**config.mk**
```make
export PLATFORM = sky130hd
export DESIGN_NAME = div_seq_ctrl_flat
export DESIGN_NICKNAME = d
export VERILOG_FILES = /design/src/rtl/div_seq_ctrl_if.sv /design/src/rtl/div_seq_ctrl.sv /design/src/flat_wrapper.sv
export SDC_FILE = /design/constraint.sdc
export NUM_CORES = 1
export LEC_CHECK = 0
export ABC_AREA = 0
export CAP_MARGIN = 0
export CORE_ASPECT_RATIO = 0.75
export CORE_MARGIN = 1.5
export CORE_UTILIZATION = 54
export CTS_CLUSTER_DIAMETER = 50
export DETAILED_ROUTE_END_ITERATION = 10
export PLACE_DENSITY = 0.79
export SYNTH_ARGS = -nofsm -noshare
export SYNTH_HDL_FRONTEND = slang
export SYNTH_SLANG_ARGS = --single-unit
```
**constraint.sdc**
```tcl
create_clock -name clk -period 6 [get_ports clk]
set_input_delay 0.9 -clock clk [delete_from_list [all_inputs] [get_ports clk]]
set_output_delay 0.9 -clock clk [all_outputs]
set_load 0.03 [all_outputs]
```
**src/rtl/div_seq_ctrl_if.sv**
```systemverilog
// div_seq_ctrl_if: divide request/result bundle
//   master: drives start, is_signed, srca, srcb; observes busy, done, quotient, remainder, overflow
//   slave : the divide controller side
interface div_seq_ctrl_if #(parameter int WIDTH = 32);
   logic             start;
   logic             is_signed;
   logic [WIDTH-1:0] srca;
   logic [WIDTH-1:0] srcb;
   logic             busy;
   logic             done;
   logic [WIDTH-1:0] quotient;
   logic [WIDTH-1:0] remainder;
   logic             overflow;
   modport master(output start, is_signed, srca, srcb,
                  input busy, done, quotient, remainder, overflow);
   modport slave(input start, is_signed, srca, srcb,
                 output busy, done, quotient, remainder, overflow);
endinterface

```
**src/rtl/div_seq_ctrl.sv**
```systemverilog
// div_seq_ctrl: multicycle non-restoring integer divide controller (signed/unsigned)
//   clk, rst : clock, asynchronous active-high reset
//   bus      : slave side of div_seq_ctrl_if (start/operands in, busy/done/results out)
module div_seq_ctrl #(parameter int WIDTH = 32) (
   input logic          clk,
   input logic          rst,
   div_seq_ctrl_if.slave bus
);
   localparam int CW = $clog2(WIDTH + 1);
   typedef enum logic [1:0] {IDLE, ITER, FIX, DONE} state_t;
   state_t           r_state, w_next;
   logic [WIDTH-1:0] r_a, r_b, r_q, r_quo, r_rem, w_mag_a, w_mag_b, w_rm, w_min;
   logic [WIDTH:0]   r_r, w_r_new, w_bx;
   logic [CW-1:0]    r_cnt;
   logic             r_ovf, r_a_neg, r_q_neg, w_div0, w_sovf, w_sa, w_sb;
   assign w_min   = {1'b1, {(WIDTH-1){1'b0}}};
   assign w_div0  = bus.srcb == '0;
   assign w_sovf  = bus.is_signed && bus.srca == w_min && bus.srcb == '1;
   assign w_sa    = bus.is_signed & bus.srca[WIDTH-1];
   assign w_sb    = bus.is_signed & bus.srcb[WIDTH-1];
   assign w_mag_a = w_sa ? -bus.srca : bus.srca;
   assign w_mag_b = w_sb ? -bus.srcb : bus.srcb;
   assign w_bx    = {1'b0, r_b};
   // one non-restoring step: shift in the next dividend bit, add or subtract by remainder sign
   assign w_r_new = {r_r[WIDTH-1:0], r_a[WIDTH-1]} + (r_r[WIDTH] ? w_bx : -w_bx);
   // final correction of a negative partial remainder; only the low WIDTH bits survive
   assign w_rm    = r_r[WIDTH] ? r_r[WIDTH-1:0] + r_b : r_r[WIDTH-1:0];
   assign bus.busy      = r_state != IDLE;
   assign bus.done      = r_state == DONE;
   assign bus.quotient  = r_quo;
   assign bus.remainder = r_rem;
   assign bus.overflow  = r_ovf;
   always_ff @(posedge clk or posedge rst)
      if (rst) r_state <= IDLE;
      else     r_state <= w_next;
   always_comb begin
      w_next = r_state;
      case (r_state)
         IDLE:    w_next = !bus.start ? IDLE : (w_div0 || w_sovf) ? DONE : ITER;
         ITER:    w_next = r_cnt == CW'(1) ? FIX : ITER;
         FIX:     w_next = DONE;
         default: w_next = IDLE;
      endcase
   end
   always_ff @(posedge clk or posedge rst)
      if (rst) begin
         r_a     <= '0;
         r_b     <= '0;
         r_q     <= '0;
         r_r     <= '0;
         r_cnt   <= '0;
         r_quo   <= '0;
         r_rem   <= '0;
         r_ovf   <= 1'b0;
         r_a_neg <= 1'b0;
         r_q_neg <= 1'b0;
      end else begin
         case (r_state)
            IDLE:
               if (bus.start) begin
                  if (w_div0 || w_sovf) begin
                     r_quo <= '0;
                     r_rem <= w_div0 ? bus.srca : '0;
                     r_ovf <= 1'b1;
                  end else begin
                     r_a     <= w_mag_a;
                     r_b     <= w_mag_b;
                     r_r     <= '0;
                     r_cnt   <= CW'(WIDTH);
                     r_ovf   <= 1'b0;
                     r_a_neg <= w_sa;
                     r_q_neg <= w_sa ^ w_sb;
                  end
               end
            ITER: begin
               r_r   <= w_r_new;
               r_a   <= r_a << 1;
               r_q   <= {r_q[WIDTH-2:0], ~w_r_new[WIDTH]};
               r_cnt <= r_cnt - CW'(1);
            end
            FIX: begin
               r_quo <= r_q_neg ? -r_q : r_q;
               r_rem <= r_a_neg ? -w_rm : w_rm;
            end
            default: ;
         endcase
      end
endmodule

```
**src/flat_wrapper.sv**
```systemverilog
// flat-port wrapper written by rule: the top's interface ports become plain ports
module div_seq_ctrl_flat 
#(parameter int WIDTH = 32)
  (clk, rst, bus_start, bus_is_signed, bus_srca, bus_srcb, bus_busy, bus_done, bus_quotient, bus_remainder, bus_overflow);
  div_seq_ctrl_if #(.WIDTH(WIDTH)) bus_i ();
  input logic clk;
  input logic rst;
  input wire logic [$bits(bus_i.start)-1:0] bus_start;
  input wire logic [$bits(bus_i.is_signed)-1:0] bus_is_signed;
  input wire logic [$bits(bus_i.srca)-1:0] bus_srca;
  input wire logic [$bits(bus_i.srcb)-1:0] bus_srcb;
  output wire logic [$bits(bus_i.busy)-1:0] bus_busy;
  output wire logic [$bits(bus_i.done)-1:0] bus_done;
  output wire logic [$bits(bus_i.quotient)-1:0] bus_quotient;
  output wire logic [$bits(bus_i.remainder)-1:0] bus_remainder;
  output wire logic [$bits(bus_i.overflow)-1:0] bus_overflow;
  assign bus_i.start = bus_start;
  assign bus_i.is_signed = bus_is_signed;
  assign bus_i.srca = bus_srca;
  assign bus_i.srcb = bus_srcb;
  assign bus_busy = bus_i.busy;
  assign bus_done = bus_i.done;
  assign bus_quotient = bus_i.quotient;
  assign bus_remainder = bus_i.remainder;
  assign bus_overflow = bus_i.overflow;
  div_seq_ctrl #(.WIDTH(WIDTH)) u_core (.clk(clk), .rst(rst), .bus(bus_i));
endmodule
```
After elaboration in Yosys (flattened, before gate mapping)
Cells that the tools add are included.
- bits in registers: 204
- output and inout port bits: 67
- word-level logic and storage cells: 72
- $add $sub $neg: 8
- eq/ne operators: 9
- muxes and demuxes: 27
- bitwise operators: 5
- reduce and logical (&&, ||, !) cells: 12
- operators by type and width (operator ; count):
    two-way mux 32 bit ; 12
    case mux 32 bit (2 select lines) ; 3
    negator 32 bit ; 4
    two-way mux 33 bit ; 3
    case mux 33 bit (2 select lines) ; 1
    equality test 32 bit (second input constant) ; 2
    adder 33 bit ; 1
    negator 32 -> 33 bit ; 1
    adder 32 bit ; 1
    zero test 32 bit ; 1
    two-way mux 6 bit ; 2
    case mux 6 bit (2 select lines) ; 1
    AND reduction 3 bit ; 3
    equality test 6 x 1 -> 1 bit (second input constant) ; 1
    two-way mux 2 bit ; 3
    case mux 2 bit (3 select lines) ; 1
    nonzero test 2 bit ; 3
    subtractor 6 x 1 -> 6 bit (second input constant) ; 1
    equality test 2 bit (second input constant) ; 2
    inequality test 2 bit (second input constant) ; 2
    bitwise AND 1 bit ; 2
    equality test 2 x 1 -> 1 bit (second input constant) ; 1
    logical AND 1 bit ; 2
    zero test 2 bit ; 1
    6 further kinds ; 7

Logic depth before layout (Yosys ltp)
- depth in word-level cells: 7
- mapped depth: 22

Worst setup path before layout
Ideal clock, no wire load.
- path type: register to register
- from: reg u_core.r_r[32]
- to: reg u_core.r_r[27]
- library setup time: 133 ps
- data arrival time: 4889 ps
- data required time: 5867 ps
- path slack: 978 ps
- cell stages (with the launch flop): 19
- buffers on the path: 5
- clock period less this slack: 5022 ps
- cell sequence: dfrtp_1 > clkbuf_1 > clkbuf_1 > buf_1 > clkbuf_1 > buf_1 > mux2_2 > ha_1 > a21o_1 > a21oi_1 > o21bai_1 > a211o_1 > a311oi_1 > o22ai_1 > a2111oi_0 > o21ai_0 > a31oi_1 > xor2_1 > o21ai_0
- longest elaborated chain between the ends: 3
- ends and longest elaborated chain (element ; RTL line ; RTL):
    start, declared ; div_seq_ctrl.sv:13 ; logic [WIDTH:0] r_r, w_r_new, w_bx;
    start signal, assigned ; div_seq_ctrl.sv:76 ; r_r <= w_r_new;
    two-way mux 33 bit ; div_seq_ctrl.sv:25 ; assign w_r_new = {r_r[WIDTH-1:0], r_a[WIDTH-1]} + (r_r[WIDTH] ? w_bx : -w_bx);
    adder 33 bit ; div_seq_ctrl.sv:25 ;
    case mux 33 bit (2 select lines) ; div_seq_ctrl.sv:58 ; case (r_state)
No other way between the ends.
A chain may end at the register's enable or synchronous reset.

Worst setup path in the final report
- from: reg u_core.r_b[2]
- to: reg u_core.r_r[27]
- longest elaborated chain between the ends: 4
- ends and longest elaborated chain (element ; RTL line ; RTL):
    start, declared ; div_seq_ctrl.sv:12 ; logic [WIDTH-1:0] r_a, r_b, r_q, r_quo, r_rem, w_mag_a, w_mag_b, w_rm, w_min;
    start signal, assigned ; div_seq_ctrl.sv:67 ; r_b <= w_mag_b;
    negator 32 -> 33 bit ; div_seq_ctrl.sv:25 ;
    two-way mux 33 bit (*) ; div_seq_ctrl.sv:25 ;
    adder 33 bit (*) ; div_seq_ctrl.sv:25 ;
    case mux 33 bit (2 select lines) (*) ; div_seq_ctrl.sv:58 ;
Mark *: on every way between the ends. The rest lies on a longest branch, timed or not.

==> flow_metrics.env <==
export IMPL_cts_tree="built"
export IMPL_reg2reg_slack_ps=1250
export IMPL_drtIter0Drc=1413
export IMPL_setup_ws_ps=1253
export IMPL_avgSynthCellArea_um2=8.162
export IMPL_coreArea_mm2=0.02733
export IMPL_slowest_stage="a2111oi_0"
export IMPL_worst_slew_pin_slew_ps=1203
export IMPL_ys_types=87
export IMPL_critPathRequiredTime_ps=6380
export IMPL_relSlewSlack=0.1879
export IMPL_initial_core_util=0.5561
export IMPL_period_minus_slack_ps=4747
export IMPL_crit_fanout=6
export IMPL_ys_warn_count=0
export IMPL_cts_sinks=204
export IMPL_rsz0062_at_grt="false"
export IMPL_fp_dieW_um=196.7
export IMPL_route_detailed_drc=0
export IMPL_cts_htree_levels=1
export IMPL_status="finished, final reports clean"
export IMPL_synth_seq_area_share=0.3359
export IMPL_reg2reg_from="u_core.r_b[2]"
export IMPL_end_kind="flop"
export IMPL_crit_path_start_kind="flop"
export IMPL_antenna_found_initial=0
export IMPL_drt_pass1_iter_count=5
export IMPL_hold_violations=0
export IMPL_first_global_vias=13123
export IMPL_cap_violations=0
export IMPL_cts_root_buf="clkbuf_16"
export IMPL_grt_first_pass_wirelength_um=70870
export IMPL_ys_ff_latch=204
export IMPL_num_antenna_cells=0
export IMPL_dpl_hpwl_um=32900
export IMPL_die_y_um=148.3
export IMPL_grt_start_max_net_pins=181
export IMPL_crit_buf_inv=1
export IMPL_syn_instance_count=1862
export IMPL_ant_nets=0
export IMPL_port_buffers=134
export IMPL_syn_to_final_growth_pct=15.64
export IMPL_worstReg2RegEnd="u_core.r_r[27]"
export IMPL_wl_per_cell_um=19.09
export IMPL_routed_wl_um=44040
export IMPL_grt_usage=0.3008
export IMPL_nets=2080
export IMPL_gp_congestion=0.9519
export IMPL_fmax_mhz=210.7
export IMPL_period_share=0.7911
export IMPL_grt_overflow_total=0
export IMPL_crit_arrival_ps=5130
export IMPL_final_cells=2307
export IMPL_dp_cells=2264
export IMPL_setup_violations_final=0
export IMPL_layout_common_cells="263 x nand2_1, 203 x dfrtp_1, 165 x o21ai_0"
export IMPL_drive_above_1_share=0.05266
export IMPL_die_area_mm2=0.02917
export IMPL_rr_worst_depth=19
export IMPL_cts_hold_buf=0
export IMPL_dp_slack_ps=840.9
export IMPL_synth_fp_nets=2003
export IMPL_avgViaCountPerCell=6.237
export IMPL_fin_tns_setup_ps=0
export IMPL_critical_path_max_stage_delay_ps=530
export IMPL_rows=52
export IMPL_holdPathEnd="u_core.bus.quotient[21]"
export IMPL_numCtsBuffers=24
export IMPL_ys_async_sr_fraction=1.000
export IMPL_synthFlopType="dfrtp_1"
export IMPL_cts_clk_slew_worst_paths_ps=60
export IMPL_fillers=2345
export IMPL_layout_commonest_cell="nand2_1"
export IMPL_hold_start="u_core.bus.quotient[21]"
export IMPL_vias=14389
export IMPL_max_clock_path_buffers=3
export IMPL_worst_clock_skew_ps=12.97
export IMPL_clock_latency_ps=550
export IMPL_crit_type="flop to flop"
export IMPL_hp_class="flop to flop"
export IMPL_postCtsSetupBuffers=0
export IMPL_cp_top_family="compound AO/OA/AOI/OAI gates"
export IMPL_ctsResizeCount=0
export IMPL_worstPathCellList="nor2_1, nor4b_1, nand2b_1, nor4_1, buf_4, nor2_1, xnor2_1, ha_1, a21o_1, a21oi_1, nor2b_1, o21a_1, a311oi_1, o22ai_1, a2111oi_0, o21ai_0, a31oi_1, xor2_1, o21ai_0"
export IMPL_synth_edf_count=0
export IMPL_slew_violations=0
export IMPL_holdPathStages=2
export IMPL_num_io_pins=135
export IMPL_syn_area_mm2=0.01520
[per-stage QoR]
step,hold WS (ps),util,instance area [µm²]
after floorplan,442.5,-,15200
after global placement,465.4,0.6136,16770
after detailed placement,471.2,0.6136,16770
after CTS,485.0,0.6431,17570
after global routing,525.0,0.6431,17570
final,482.6,0.6431,17570
[cell usage after synthesis, types with 10 or more instances]
master,n,area share
xor2_1,111,0.064
nand2b_1,22,0.0091
mux2i_1,12,0.0079
o21a_1,14,0.0069
buf_1,12,0.0030
inv_1,46,0.011
a211oi_1,10,0.0049
a221o_1,30,0.020
clkbuf_1,74,0.018
a21oi_1,115,0.038
xnor2_1,79,0.046
nand4_1,22,0.0091
a21o_1,32,0.016
a31oi_1,41,0.017
nand2_1,263,0.065
o31ai_1,25,0.012
nor4_1,14,0.0058
buf_2,13,0.0043
o21bai_1,11,0.0054
ha_1,71,0.058
nor2b_1,14,0.0058
or3_1,16,0.0066
nor2_1,136,0.034
nand3_1,104,0.034
o21ai_0,165,0.054
nor3_1,53,0.017
dfrtp_1,204,0.34
o41ai_1,14,0.0081
or4_1,11,0.0054
[worst max-delay path by stage]
stage	start	end	slack [ps]	cells after the start
global route	u_core.r_b[2]	u_core.r_r[27]	930	19
CTS	u_core.r_b[2]	u_core.r_r[27]	1340	19
floorplan	u_core.r_r[32]	u_core.r_r[27]	980	18
finish	u_core.r_b[2]	u_core.r_r[27]	1250	19
global placement	bus_srcb[14]	u_core.bus.remainder[14]	1010	12
detailed placement	bus_srcb[14]	u_core.bus.remainder[8]	840	12
[worst min-delay path: stages, from the launching register on]
cell,delay [ps]
dfrtp_1,340
nand2_1,50
o21ai_0,60
[sequential cells by signal, indices dropped and copies added (netlist names), 2 cells and up]
register,count
u_core.r_r,33
u_core.bus.quotient,32
u_core.bus.remainder,32
u_core.r_a,32
u_core.r_b,32
u_core.r_q,32
u_core.r_cnt,6
u_core.r_state,2
[logic make-up after synthesis]
kind of cell | after synthesis | synth area share
fa+ha+maj | 73 | 0.06109
mux | 15 | 0.01013
xor+xnor | 191 | 0.1110
compound gates | 529 | 0.2258
flops | 204 | 0.3359
simple gates | 702 | 0.2174
buf+inv | 148 | 0.03861
[cell type report]
cell class	instances	area, µm²	area share
Timing Repair Buffer	153	1496	0.08515
Tap cell	351	439.2	0.02499
Clock inverter	16	183.9	0.01047
Sequential cell	204	5106	0.2905
Multi-Input combinational cell	1510	9550	0.5434
Inverter	46	176.4	0.01004
Clock buffer	27	621.8	0.03538
[metal layers]
| layer | global-route usage | share of wire |
|---|---|---|
| met4 | 0.05649 | 0.018 |
| met2 | 0.4546 | 0.42 |
| met3 | 0.05193 | 0.089 |
| met5 | 0 | 0 |
| met1 | 0.4542 | 0.47 |
Power is left out: the tool's default activity adds up to more than one toggle a clock period on the data nets, which glitch-free logic cannot reach.
